## src/rtl/shared_reg_arbiter_pkg.sv

```systemverilog
// Shared constants, FSM encoding and round-robin helper for the shared register arbiter.
package shared_reg_arbiter_pkg;

  localparam int unsigned N_REQ = 4;
  localparam int unsigned WIDTH = 8;

  typedef enum logic [1:0] {
    StIdle  = 2'b00,
    StGrant = 2'b01,
    StWrite = 2'b10
  } state_e;

  // Search starts one past the last winner and wraps, so the previous winner is checked last.
  function automatic logic [1:0] rr_pick(input logic [3:0] req, input logic [1:0] ptr);
    logic [1:0] idx;
    logic       found;
    rr_pick = ptr;
    found   = 1'b0;
    for (int i = 1; i <= 4; i++) begin
      idx = ptr + i[1:0];
      if (req[idx] && !found) begin
        rr_pick = idx;
        found   = 1'b1;
      end
    end
  endfunction

endpackage

```

## src/rtl/shared_reg_arbiter_en_reg.sv

```systemverilog
// Shared data register with enable and synchronous clear; clear has priority over a load.
module en_reg #(
  parameter int unsigned WIDTH = 8
) (
  input  logic             clk,
  input  logic             rst,
  input  logic             clr,
  input  logic             en,
  input  logic [WIDTH-1:0] d,
  output logic [WIDTH-1:0] q
);

  always_ff @(posedge clk or posedge rst) begin
    if (rst) begin
      q <= '0;
    end else if (clr) begin
      q <= '0;
    end else if (en) begin
      q <= d;
    end
  end

endmodule

```

## src/rtl/shared_reg_arbiter.sv

```systemverilog
// Round-robin arbiter granting one of four requesters a single write to a shared register.
module shared_reg_arbiter #(
  parameter int unsigned N_REQ = shared_reg_arbiter_pkg::N_REQ,
  parameter int unsigned WIDTH = shared_reg_arbiter_pkg::WIDTH
) (
  input  logic                   sra_port_clk,
  input  logic                   sra_port_rst,
  input  logic [N_REQ-1:0]       sra_port_req,
  input  logic [N_REQ*WIDTH-1:0] sra_port_data,
  input  logic                   sra_port_clr,
  output logic [N_REQ-1:0]       sra_oport_gnt,
  output logic [N_REQ-1:0]       sra_oport_ack,
  output logic [1:0]             sra_oport_gidx,
  output logic                   sra_oport_busy,
  output logic [WIDTH-1:0]       sra_oport_q
);

  import shared_reg_arbiter_pkg::*;

  state_e           r_state;
  state_e           w_state_next;
  logic [1:0]       r_ptr;
  logic [1:0]       w_ptr_next;
  logic [1:0]       r_gidx;
  logic [1:0]       w_gidx_next;
  logic             w_load;
  logic [WIDTH-1:0] w_slice;

  always_ff @(posedge sra_port_clk or posedge sra_port_rst) begin
    if (sra_port_rst) begin
      r_state <= StIdle;
      r_ptr   <= 2'd3;
      r_gidx  <= 2'd0;
    end else begin
      r_state <= w_state_next;
      r_ptr   <= w_ptr_next;
      r_gidx  <= w_gidx_next;
    end
  end

  always_comb begin
    w_state_next = r_state;
    w_ptr_next   = r_ptr;
    w_gidx_next  = r_gidx;
    w_load       = 1'b0;
    case (r_state)
      StIdle: begin
        if (|sra_port_req) begin
          w_gidx_next  = rr_pick(sra_port_req[3:0], r_ptr);
          w_state_next = StGrant;
        end
      end
      StGrant: begin
        // A requester that withdrew during its grant forfeits it; ptr stays put.
        if (sra_port_req[r_gidx]) begin
          w_load       = 1'b1;
          w_state_next = StWrite;
        end else begin
          w_state_next = StIdle;
        end
      end
      StWrite: begin
        w_ptr_next   = r_gidx;
        w_state_next = StIdle;
      end
      default: w_state_next = StIdle;
    endcase
  end

  // Outputs decode from registered state only, so req never reaches gnt combinationally.
  always_comb begin
    sra_oport_gnt = '0;
    sra_oport_ack = '0;
    if (r_state == StGrant) begin
      sra_oport_gnt[r_gidx] = 1'b1;
    end
    if (r_state == StWrite) begin
      sra_oport_ack[r_gidx] = 1'b1;
    end
  end

  assign sra_oport_busy = (r_state != StIdle);
  assign sra_oport_gidx = r_gidx;
  assign w_slice        = sra_port_data[WIDTH*r_gidx +: WIDTH];

  en_reg #(
    .WIDTH(WIDTH)
  ) u_en_reg (
    .clk(sra_port_clk),
    .rst(sra_port_rst),
    .clr(sra_port_clr),
    .en (w_load),
    .d  (w_slice),
    .q  (sra_oport_q)
  );

endmodule
```

## config.mk

```make
export PLATFORM = sky130hd
export DESIGN_NAME = shared_reg_arbiter
export DESIGN_NICKNAME = d
export VERILOG_FILES = /design/src/rtl/shared_reg_arbiter_pkg.sv /design/src/rtl/shared_reg_arbiter_en_reg.sv /design/src/rtl/shared_reg_arbiter.sv
export SDC_FILE = /design/constraint.sdc
export NUM_CORES = 1
export LEC_CHECK = 0
export BUFFER_PORTS_ARGS = -buffer_cell sky130_fd_sc_hd__buf_2
export CAP_MARGIN = 20
export CORE_AREA = 3 3 51 53
export DETAILED_ROUTE_END_ITERATION = 10
export DIE_AREA = 0 0 54 56
export HOLD_SLACK_MARGIN = 0.05
export PLACE_DENSITY = 0.78
export SLEW_MARGIN = 20
export SYNTH_ARGS = -nofsm -noshare
export SYNTH_HDL_FRONTEND = slang
export SYNTH_SLANG_ARGS = --single-unit
```

## constraint.sdc

```tcl
create_clock -name sra_port_clk -period 2 [get_ports sra_port_clk]
set_input_delay 0.2 -clock sra_port_clk [delete_from_list [all_inputs] [get_ports sra_port_clk]]
set_output_delay 0.2 -clock sra_port_clk [all_outputs]
set_load 0.01 [all_outputs]
```

# Word level (Yosys, flattened, before mapping)
# Index checks and enable logic that the tools add are counted.
# word_totals
wordCells	63
reg_bits	14
in_bits	39
out_inout_bits	19
# op_classes
n_lt_le_gt_ge	6
eq_ne	3
n_shift	1
mux	34
addsub	3
n_reduce_logical	12
# ops
operator	n
32-bit by 6-bit indexed part select with 8-bit output	1
1-bit 2-to-1 mux	17
8-bit 2-to-1 mux	2
2-bit by 3-bit < comparator with 1-bit output (second input constant)	5
2-bit 2-to-1 mux	6
1-bit binary-select mux with 2-bit select	5
4-bit 2-to-1 mux	2
2-bit adder (second input constant)	2
1-bit logical AND	4
2-bit case mux with 2 select lines	1
2-bit nonzero test	2
4-bit OR reduction	1
1-bit logical NOT	3
2-bit by 1-bit adder with 2-bit output (second input constant)	1
1-bit demux with 2-bit select	1
2-bit by 1-bit equality test with 1-bit output (second input constant)	1
2-bit equality test (second input constant)	1
2-bit by 1-bit >= comparator with 1-bit output (second input constant)	1
2-bit logical NOT	1
2-bit != test (second input constant)	1
2-bit AND reduction	1

# Depth between registers and ports, before layout
# Gate-level depths: netlist of the first run.
# logic_depth
ltp_word	19
depth_mapped	6

# Cells and area by module
# From an unflattened synthesis of the first run, not the netlist that was laid out.
# hier_totals
hier_cells	88
hier_area_um2	1006.0
# modules_own_cells
mod	instances	area_per_inst_um2	cells_per_inst
shared_reg_arbiter	1	676.9	61
en_reg	1	329.1	27

# Worst setup path before layout of the first run
# OpenSTA, ideal clock, no wires.
# synth_path
path_type	reg-to-reg
from	register r_gidx[0], in the netlist sra_oport_gidx[0]
to	register u_en_reg.q[0]
arrival_ns	1.381
synth_period_minus_slack_ns	1.510
path_slack_ns	0.490
t_required_ns	1.872
stages_incl_launch_ff	6
setup_time_ns	0.128
cell_sequence	dfrtp_1 buf_4 buf_6 mux4_2 mux2i_1 nor2_1
# synth_between
elab_chain_cells	5
# synth_lines
item	line_no	source
start: declaration	shared_reg_arbiter.sv:24	logic [1:0] r_gidx;
start signal: assignment	shared_reg_arbiter.sv:37	r_gidx <= w_gidx_next;
parallel branches: the longest is 5 deep, another holds 32-bit by 6-bit indexed part select with 8-bit output	-	
end signal: assignment	shared_reg_arbiter_en_reg.sv:15	q <= '0;
end signal: assignment	shared_reg_arbiter_en_reg.sv:17	q <= '0;
end signal: assignment	shared_reg_arbiter_en_reg.sv:19	q <= d;
end: declaration	shared_reg_arbiter_en_reg.sv:10	output logic [WIDTH-1:0] q
# Parallel ways; which one is timed is not known. The select of a mux whose other input is x is not followed.
# A chain may end at the register's enable or synchronous reset.

# Final worst setup path of the first run
# layout_path
from	register r_gidx[0], in the netlist sra_oport_gidx[0]
to	register u_en_reg.q[4]
# The elaborated chain is that of the path after synthesis.

==> results of run 1 <==
==> routing by layer <==
layer / track usage / vias up / wire length [µm]
li1: - / 417 / -
met1: 0.213 / 400 / 995
met2: 0.275 / 38 / 1120
met3: 0.0375 / 0 / 215
met4: 0.0320 / 0 / 0
met5: 0 / - / 0
==> flip-flops by register name, summed over array words and instances (netlist names) <==
register / flops
r_state: 2
r_ptr: 2
u_en_reg.q: 8
sra_oport_gidx: 2
==> worst max-delay path, stage by stage (launching register included) <==
cell	delay (ns)
dfrtp_1	0.63
buf_4	0.23
mux4_2	0.49
mux2i_1	0.16
nor2_1	0.06
==> cells by family (layout without fill, tap and decap cells) <==
kind of cell / count (synthesis) / in the layout
and+or+nand+nor: 28 / 28
DFF: 14 / 14
AOI/OAI and AO/OA: 10 / 10
muxes: 20 / 20
buffers and inverters: 11 / 71
==> worst max-delay path by stage <==
stage / from / endpoint / slack, ns / depth (start not counted)
after floorplan: sra_oport_gidx[0]$_DFFE_PP0P_ / u_en_reg.q[0]$_DFFE_PP0P_ / 0.49 / 5
after global placement: sra_oport_gidx[0]$_DFFE_PP0P_ / u_en_reg.q[4]$_DFFE_PP0P_ / 0.37 / 4
after detailed placement: sra_oport_gidx[0]$_DFFE_PP0P_ / u_en_reg.q[4]$_DFFE_PP0P_ / 0.31 / 4
after CTS: sra_oport_gidx[0]$_DFFE_PP0P_ / u_en_reg.q[4]$_DFFE_PP0P_ / 0.29 / 4
after global routing: sra_oport_gidx[0]$_DFFE_PP0P_ / u_en_reg.q[4]$_DFFE_PP0P_ / 0.16 / 4
final: sra_oport_gidx[0]$_DFFE_PP0P_ / u_en_reg.q[4]$_DFFE_PP0P_ / 0.32 / 4
==> power by group <==
group	leakage (nW)	switching, W	total [W]	internal (W)
clock	0.0150	0.0000844	0.000162	0.0000771
sequential	0.179	0.000123	0.000530	0.000407
combinational	0.475	0.000463	0.000991	0.000528
total	0.669	0.000670	0.00168	0.00101
==> cells in the final DEF, fill, tap and decap left out, drive strengths merged, types with 2 or more instances in the layout <==
| master | instances |
|---|---|
| o21ai | 2 |
| nor2 | 17 |
| mux4 | 8 |
| mux2i | 11 |
| inv | 5 |
| buf | 61 |
| nand2b | 2 |
| dfrtp | 12 |
| nor3 | 2 |
| nand2 | 4 |
| clkbuf | 4 |
| dfstp | 2 |
==> final cells by class <==
| cell class | instances | area, µm² | area share |
|---|---|---|---|
| Sequential cell | 14 | 353 | 0.278 |
| Tap cell | 28 | 35.0 | 0.0276 |
| Clock buffer | 4 | 26.3 | 0.0207 |
| Multi-Input combinational cell | 58 | 510 | 0.402 |
| Timing Repair Buffer | 62 | 325 | 0.256 |
| Inverter | 5 | 18.8 | 0.0148 |
==> Yosys cell counts, drive strengths merged <==
cell | count | area [µm²]
a21oi | 1 | 5.00
nor3 | 2 | 10.0
o22ai | 1 | 12.5
nand2b | 2 | 12.5
or3b | 1 | 11.3
mux4 | 8 | 180
mux2i | 11 | 110
nand2 | 4 | 15.0
dfrtp | 12 | 300
buf | 5 | 38.8
nand3b | 1 | 7.51
a21o | 1 | 7.51
and2b | 1 | 7.51
a2bb2oi | 1 | 8.76
o41ai | 1 | 16.3
dfstp | 2 | 52.6
a22oi | 1 | 7.51
mux2 | 1 | 11.3
a211oi | 1 | 7.51
clkbuf | 1 | 3.75
a31oi | 1 | 6.26
inv | 5 | 18.8
o21ai | 2 | 10.0
nor2 | 17 | 63.8
==> metrics by stage <==
| stage | hold slack (ns) | util | total power, W | area [µm²] |
|---|---|---|---|---|
| 2_1_floorplan | 0.0878 | - | 0.00127 | 925 |
| 3_3_place_gp | 0.261 | 0.563 | 0.00151 | 1230 |
| 3_5_place_dp | 0.281 | 0.563 | 0.00153 | 1230 |
| 4_1_cts | 0.187 | 0.579 | 0.00171 | 1270 |
| 5_1_grt | 0.193 | 0.579 | 0.00183 | 1270 |
| 6_report | 0.197 | 0.579 | 0.00168 | 1270 |
==> metrics.yaml, run 1 <==
status:
  status: "finished, final reports clean"
placement:
  io_buffers: 57
  post-place-ws_ns: 0.307
  dp_hpwl_um: 1880
  placedCellCount: 166
  place_congestion: 0.832
cts:
  clkTransAtPathRegs_ns: 0.08
  cts_tree: "done"
  postCtsSetupBuffers: 0
  cts_hold_buf: 1
  htree_levels: 1
  postCtsResizedCells: 0
  cts_buffers: 3
  root_buffer: "clkbuf_4"
  clk_latency_ns: 0.27
  clk_path_buf_depth: 2
  cts_sinks: 14
die:
  dieWidth_um: 54
  rows: 17
  start_util: 0.422
  die_h_um: 56
  pin_count: 58
  coreArea_um2: 2190
  die_area_um2: 3020
sta:
  fin_crit_ns: 1.68
  clock_skew_ns: 0.00716
  report.final.slew_viol_count: 0
  finalSetupViolations: 0
  rsz0062_at_grt: "false"
  hold_viol_final: 0
  tns_ns: 0
  max_freq_mhz: 595
  finalCritPeriodShare: 0.840
  tightestPinTransition_ns: 0.543
  fin_ws_ns: 0.320
  slew_headroom: 0.638
logic_synthesis:
  synthAdderAreaFrac: 0
  synth.distinct_cells: 29
  synthMuxAreaShare: 0.326
  synth-compound-area-share: 0.0880
  ys.warnings.count: 0
  synth_xor_area_frac: 0
  synth_top_family_by_area: "multiplexers"
  yosys.area_share.simple: 0.138
  synth_nets: 122
  avgSynthCellArea_um2: 11.1
  ys_seq_area_frac: 0.382
  synth_area_um2: 925
  synth_cells: 83
  yosys_register_bits: 14
routing:
  drt-initial-drc-count: 15
  viasPerCell: 5.00
  drtAntennaViolNets: 0
  dr.pass1.iters: 4
  drc: 0
  wl_per_cell_um: 13.6
  vias: 855
  drt-total-wl_um: 2330
global_routing:
  antenna_found_initial: 0
  grt_overflow: 0
  grt_max_degree: 15
  first_global_vias: 874
  grt_use_total: 0.164
  grt_pass1_wl_um: 3750
worst_setup_path:
  start_kind: "flop"
  crit_arrival_ns: 1.84
  regToRegStartpoint: "sra_oport_gidx[0]$_DFFE_PP0P_"
  worstPathRequired_ns: 2.16
  reg2regPathDepth: 4
  rrSetupSlack_ns: 0.32
  path_class: "reg2reg"
  path_max_fanout: 12
  cp-end-kind: "flop"
  reg2reg_to: "u_en_reg.q[4]$_DFFE_PP0P_"
cells_and_area:
  fillers: 193
  fin_nets: 183
  final_cell_count_no_fill: 171
  syn2layout_area_growth_pct: 37.2
  final_layout_size_suffix_gt1_frac: 0.552
  antenna_cells: 0
min_path:
  holdPathStages: 2
  hold_path.class: "in2reg"
  min-delay-start: "sra_port_clr"
  hold_end: "u_en_reg.q[7]$_DFFE_PP0P_"
pwr:
  power_density_nw_per_um2: 1330
  irDropWorstVdd_uv: 662
  p_leak_nw: 0.669
flow_run:
  drv_cap: 0
(Power assumes the default switching activity.)
==> run 2, diff against run 1 <==
clock period = 1.6 ns   (was 2 ns; I/O delays follow)
==> metrics.yaml, run 2 (synthesis gave the netlist of run 1 again) <==
status:
  status: "finished, final reports clean"
global_routing:
  first_global_vias: 897  # +2.6%
  grt_pass1_wl_um: 3730  # -0.72%
  grt_max_degree: 15  # unchanged
  antenna_found_initial: 0  # unchanged
  grt_use_total: 0.163  # -0.000973
  grt_overflow: 0  # unchanged
pwr:
  irDropWorstVdd_uv: 966  # +46%
  power_frac_seq: 0.256  # -0.059
  clock_power_share: 0.088  # -0.008
  switching_share: 0.390  # -0.00784
  comb_power_share: 0.656  # +0.067
  p_switching_w: 0.000963  # +44%
  p_int_w: 0.00150  # +48%
  total_power_w: 0.00247  # +47%
  p_leak_nw: 0.721  # +7.7%
  power_density_nw_per_um2: 1780  # +35%
cts:
  clk_path_buf_depth: 2  # unchanged
  root_buffer: "clkbuf_4"
  cts_tree: "done"
  cts_sinks: 14  # unchanged
  cts_buffers: 3  # unchanged
  clkTransAtPathRegs_ns: 0.09  # about the same
  clk_latency_ns: 0.29  # +0.02 ns
  htree_levels: 1  # unchanged
routing:
  wl_per_cell_um: 14.4  # +5.8%
  viasPerCell: 5.10  # +2.0%
  drtAntennaViolNets: 0  # unchanged
  drt-total-wl_um: 2590  # +11%
  dr.pass1.iters: 2  # -2
  drc: 0  # unchanged
  drt-initial-drc-count: 8  # -7
  vias: 913  # +6.8%
placement:
  dp_hpwl_um: 1950  # +3.9%
  place_congestion: 0.865  # +4.0%
  post-place-ws_ns: 0.0378  # -0.269 ns
  io_buffers: 57  # unchanged
worst_setup_path:
  cp-end-kind: "flop"
  reg2regPathDepth: 5  # +1
  regToRegStartpoint: "sra_oport_gidx[1]$_DFFE_PP0P_"
  worstPathRequired_ns: 1.77  # -0.39 ns
  rrSetupSlack_ns: 0.008  # -0.31 ns
  path_max_fanout: 5  # -7
  path_class: "reg2reg"
  reg2reg_to: "u_en_reg.q[4]$_DFFE_PP0P_"
  start_kind: "flop"
  crit_arrival_ns: 1.76  # -0.08 ns
cells_and_area:
  layout_common_cells: "buf_2, nor2_1, dfrtp_1, mux2i_1, buf_4"
  layout_commonest_cell: "buf_2"
  largest_reg_flops: 8  # unchanged
  fin_nets: 191  # +4.4%
  syn2layout_area_growth_pct: 49.5
  final_layout_size_suffix_gt1_frac: 0.583  # +0.0303
  antenna_cells: 0  # unchanged
  top_register: "u_en_reg.q"
sta:
  finalSetupViolations: 0  # unchanged
  finalCritPeriodShare: 0.995  # +0.155
  rsz0062_at_grt: "true"
  fin_crit_ns: 1.59  # -0.0883 ns
  tns_ns: 0  # unchanged
  fin_ws_ns: 0.00830  # -0.312 ns
  slew_headroom: 0.648  # +0.0103
  max_freq_mhz: 628  # +5.5%
  clock_skew_ns: 0.00878  # +0.00162 ns
  tightestPinTransition_ns: 0.527  # -0.0155 ns
  hold_viol_final: 0  # unchanged
  report.final.slew_viol_count: 0  # unchanged
die:
  start_util: 0.422  # unchanged
  dieWidth_um: 54  # unchanged
  die_area_um2: 3020  # unchanged
  coreArea_um2: 2190  # unchanged
  rows: 17  # unchanged
  die_h_um: 56  # unchanged
  pin_count: 58  # unchanged
min_path:
  min-delay-start: "sra_port_clr"
  holdPathStages: 2  # unchanged
  hold_path.class: "in2reg"
  hold_end: "u_en_reg.q[6]$_DFFE_PP0P_"
flow_run:
  drv_cap: 0  # unchanged
[run 2: area by class of cell]
cell class / count / area (µm²)
Timing Repair Buffer: 70 / 419
Multi-Input combinational cell: 58 / 531
Fill cell: 169 / 808
Sequential cell: 14 / 353
Clock buffer: 4 / 26.3
Tap cell: 28 / 35.0
Inverter: 5 / 18.8
[run 2: power groups by stage]
stage               registers [W]  clock network [W]  logic, W
floorplan                0.000643                  0  0.000940
global placement         0.000619                  0   0.00132
detailed placement       0.000631                  0   0.00134
CTS                      0.000626           0.000215   0.00135
global route             0.000649           0.000233   0.00175
finish                   0.000630           0.000217   0.00162
[run 2: worst max-delay path: stages, from the launching register on]
cell	delay, ns
dfrtp_1	0.41
or3b_4	0.43
o22ai_4	0.19
buf_12	0.16
mux2i_4	0.21
nor2_1	0.06
[run 2: per-stage QoR]
stage	std cells	hold WS, ns	utilization	instance area [µm²]
finish	179	0.134	0.631	1380
global route	179	0.140	0.631	1380
CTS	171	0.142	0.585	1280
detailed placement	166	0.229	0.568	1240
global placement	166	0.212	0.568	1240
floorplan	83	0.0478	-	925
[run 2: worst max-delay path by stage]
| stage | from | to | slack, ns | depth (start not counted) |
|---|---|---|---|---|
| after global placement | sra_oport_gidx[1]$_DFFE_PP0P_ | u_en_reg.q[2]$_DFFE_PP0P_ | 0.14 | 6 |
| after CTS | sra_oport_gidx[1]$_DFFE_PP0P_ | u_en_reg.q[4]$_DFFE_PP0P_ | 0.02 | 6 |
| after floorplan | sra_oport_gidx[0]$_DFFE_PP0P_ | u_en_reg.q[0]$_DFFE_PP0P_ | 0.09 | 5 |
| final | sra_oport_gidx[1]$_DFFE_PP0P_ | u_en_reg.q[4]$_DFFE_PP0P_ | 0.008 | 5 |
| after global routing | sra_oport_gidx[0]$_DFFE_PP0P_ | u_en_reg.q[4]$_DFFE_PP0P_ | -0.04 | 6 |
| after detailed placement | sra_oport_gidx[1]$_DFFE_PP0P_ | u_en_reg.q[4]$_DFFE_PP0P_ | 0.04 | 6 |
[run 2: timing repair]
item | CTS | global route
setup endpoints to repair | 0 | 6
resized for setup | 0 | 4
buffers inserted | 0 | 7
hold buffers | 1 | 0
hold endpoints to repair | 12 | 0
[run 2: layer usage]
metal | part of all wire | track usage | wire length, µm
met5 | 0 | 0 | 0
met1 | 0.37 | 0.181 | 964
met2 | 0.52 | 0.294 | 1340
met3 | 0.098 | 0.0456 | 253
met4 | 0.0089 | 0.0427 | 23
==> run 3, diff against run 2 <==
BUFFER_PORTS_ARGS = -buffer_cell sky130_fd_sc_hd__clkbuf_2   (was -buffer_cell sky130_fd_sc_hd__buf_2)
CORE_AREA = 3 3 53 55   (was 3 3 51 53)
DIE_AREA = 0 0 56 58   (was 0 0 54 56)
PLACE_DENSITY = 0.77   (was 0.78)
SYNTH_HIERARCHICAL = 1   (was not set)
==> metrics.yaml, run 3 <==
status:
  status: "finished, final reports clean"
die:
  start_util: 0.414  # -0.00846
  die_area_um2: 3250  # +7.4%
  coreArea_um2: 2430  # +11%
  dieWidth_um: 56  # +3.7%
  die_h_um: 58  # +3.6%
  rows: 18  # +1
  pin_count: 58  # unchanged
placement:
  dp_hpwl_um: 2440  # +25%
  post-place-ws_ns: -0.305  # -0.343 ns
  io_buffers: 57  # unchanged
  place_congestion: 0.766  # -11%
  dpl_cell_area_um2: 1340  # +7.4%
sta:
  rsz0062_at_grt: "false"
  report.final.slew_viol_count: 0  # unchanged
  hold_viol_final: 0  # unchanged
  finalSetupViolations: 0  # unchanged
  max_freq_mhz: 652  # +3.7%
  fin_crit_ns: 1.53  # -0.0570 ns
  slew_headroom: 0.792  # +0.144
  finalCritPeriodShare: 0.959  # -0.0357
  tns_ns: 0  # unchanged
  tightestPinTransition_ns: 0.311  # -0.216 ns
  clock_skew_ns: 0.00109  # -0.00769 ns
  fin_ws_ns: 0.0654  # +0.0570 ns
logic_synthesis:
  yosys.area.top_type_share: 0.299  # -0.0263
  synth_cells: 88  # +6.0%
  synth_top_area_cell: "dfrtp_1"
  synthArstFlopShare: 1.00  # unchanged
  ys_seq_area_frac: 0.351  # -0.0309
  synthFlopType: "dfrtp_1"
  avgSynthCellArea_um2: 11.4  # +2.6%
  synth_nets: 127  # +4.1%
  synth.distinct_cells: 30  # +3.4%
  synthTopCellsByCount: "nor2_1, dfrtp_1, mux2i_1"
  ys.warnings.count: 6  # +6
  synth_area_um2: 1010  # +8.8%
  synth_edf_count: 0  # unchanged
  yosys.cell_count.top_type: "nor2_1"
  yosys_register_bits: 14  # unchanged
  ys_top_cells_by_area: "dfrtp_1, mux4_1, mux2i_1"
cts:
  cts_sinks: 14  # unchanged
  clkTransAtPathRegs_ns: 0.08  # about the same
  postCtsSetupBuffers: 0  # unchanged
  cts_tree: "done"
  clk_path_buf_depth: 2  # unchanged
  root_buffer: "clkbuf_4"
  clk_latency_ns: 0.28  # about the same
  cts_buffers: 3  # unchanged
  htree_levels: 1  # unchanged
flow_run:
  drv_cap: 0  # unchanged
worst_setup_path:
  start_kind: "flop"
  rrSetupSlack_ns: 0.07  # +0.06 ns
  reg2regPathDepth: 4  # -1
  path_class: "reg2reg"
  regToRegStartpoint: "sra_oport_gidx[0]$_DFFE_PP0P_"
  crit_arrival_ns: 1.71  # -0.05 ns
  path_max_fanout: 16  # +11
  worstPathRequired_ns: 1.77  # about the same
  reg2reg_to: "u_en_reg/q[0]$_DFFE_PP0P_"
  cp-end-kind: "flop"
routing:
  drt-initial-drc-count: 42  # +34
  topRoutingLayerUsed: "met4"
  wl_met1_um: 1070  # +11%
  drc: 0  # unchanged
  viasPerCell: 5.45  # +6.8%
  drtAntennaViolNets: 0  # unchanged
  wl_met3_um: 173  # -32%
  met2_length_um: 1600  # +19%
  dr.pass1.iters: 4  # +2
  wl_per_cell_um: 15.9  # +9.9%
  vias: 991  # +8.5%
  drt-total-wl_um: 2890  # +12%
pwr:
  clock_power_share: 0.113  # +0.025
  power_frac_seq: 0.286  # +0.030
  p_switching_w: 0.000900  # -6.5%
  irDropWorstVdd_uv: 800  # -17%
  p_int_w: 0.00135  # -10%
  comb_power_share: 0.601  # -0.055
  switching_share: 0.400  # +0.00965
  power_density_nw_per_um2: 1610  # -9.8%
  total_power_w: 0.00225  # -8.8%
  p_leak_nw: 0.724  # +0.44%
cells_and_area:
  layout_common_cells: "clkbuf_2, nor2_1, dfrtp_1, mux2i_1, mux4_1"
  syn2layout_area_growth_pct: 39.1
  finalInstanceArea_um2: 1400  # +1.2%
  largest_reg_flops: 8  # unchanged
  fillers: 224  # +33%
  top_register: "u_en_reg/q"
  final_layout_size_suffix_gt1_frac: 0.507  # -0.0762
  layout_commonest_cell: "clkbuf_2"
  fin_nets: 192  # +0.52%
  antenna_cells: 0  # unchanged
global_routing:
  antenna_found_initial: 0  # unchanged
  grt_overflow: 0  # unchanged
  grt_use_total: 0.187  # +0.0240
  grt_pass1_wl_um: 4770  # +28%
  grt_max_degree: 17  # +2
  first_global_vias: 1028  # +15%
min_path:
  holdPathStages: 2  # unchanged
  hold_path.class: "in2reg"
  hold_end: "u_en_reg/q[1]$_DFFE_PP0P_"
  min-delay-start: "sra_port_clr"
run 3: cell types whose count changed in the layout (fill, tap and decap cells not counted), sizes merged, moves of 2 or more:
| cell | delta |
|---|---|
| nand2b | +2 |
| nor2b | +3 |
| mux2i | -2 |
| nor2 | -2 |
| buf | -60 |
| o221ai | +2 |
| clkbuf | +56 |
run 3: kinds of logic after synthesis:
| logic type | count (synthesis) | synth area share |
|---|---|---|
| DFF | 14 | 0.351 |
| and+or+nand+nor | 32 | 0.153 |
| AOI/OAI and AO/OA | 10 | 0.0796 |
| muxes | 20 | 0.343 |
| buffers and inverters | 12 | 0.0734 |
run 3: power by group through the flow:
stage / Combinational, W / Clock (W) / Sequential [W]
after floorplan: 0.000931 / 0 / 0.000649
after global placement: 0.00127 / 0 / 0.000631
after detailed placement: 0.00131 / 0 / 0.000646
after CTS: 0.00134 / 0.000257 / 0.000639
after global routing: 0.00148 / 0.000278 / 0.000663
final: 0.00135 / 0.000254 / 0.000643
run 3: per-layer routing:
metal  track usage  vias to the layer above
met5             0                        -
met3        0.0245                        4
met1         0.215                      481
met4        0.0712                        0
met2         0.354                       44
li1              -                      462
run 3: final cells by class:
class / count / area, µm² / share of cell area
Clock buffer: 4 / 36.3 / 0.0259
Tap cell: 30 / 37.5 / 0.0268
Sequential cell: 14 / 353 / 0.252
Timing Repair Buffer: 66 / 359 / 0.257
Multi-Input combinational cell: 62 / 591 / 0.422
Inverter: 6 / 22.5 / 0.0161
run 3: worst max-delay path, cell delays in order, from the launching register on:
cell and delay (ns):
dfrtp_1 0.39, buf_6 0.20, mux4_1 0.59, mux2i_1 0.18
nor2_1 0.06
run 3: what timing repair did:
item | 4_1_cts | 5_1_grt
cloned | 0 | 0
pin swaps | 0 | 0
hold buffers | 1 | 0
endpoints found under the hold margin | 14 | 0
setup endpoints to repair | 8 | 5
gates resized for setup | 2 | 2
run 3: metrics by stage:
step / std cells / util / hold WS [ns]
after floorplan: 88 / - / -0.0505
after global placement: 177 / 0.550 / 0.0830
after detailed placement: 177 / 0.550 / 0.0794
after CTS: 182 / 0.572 / 0.148
after global routing: 182 / 0.575 / 0.161
final: 182 / 0.575 / 0.150
run 3: worst max path at each step:
| stage | from | slack [ns] | end | cells past startpoint |
|---|---|---|---|---|
| 6_report | sra_oport_gidx[0]$_DFFE_PP0P_ | 0.07 | u_en_reg/q[0]$_DFFE_PP0P_ | 4 |
| 4_1_cts | sra_oport_gidx[0]$_DFFE_PP0P_ | 0.02 | u_en_reg/q[0]$_DFFE_PP0P_ | 4 |
| 5_1_grt | sra_oport_gidx[0]$_DFFE_PP0P_ | 0.008 | u_en_reg/q[0]$_DFFE_PP0P_ | 4 |
| 3_3_place_gp | sra_oport_gidx[1]$_DFFE_PP0P_ | -0.20 | u_en_reg/q[3]$_DFFE_PP0P_ | 4 |
| 2_1_floorplan | sra_oport_gidx[1]$_DFFE_PP0P_ | 0.04 | u_en_reg/q[3]$_DFFE_PP0P_ | 5 |
| 3_5_place_dp | sra_oport_gidx[1]$_DFFE_PP0P_ | -0.31 | u_en_reg/q[0]$_DFFE_PP0P_ | 4 |
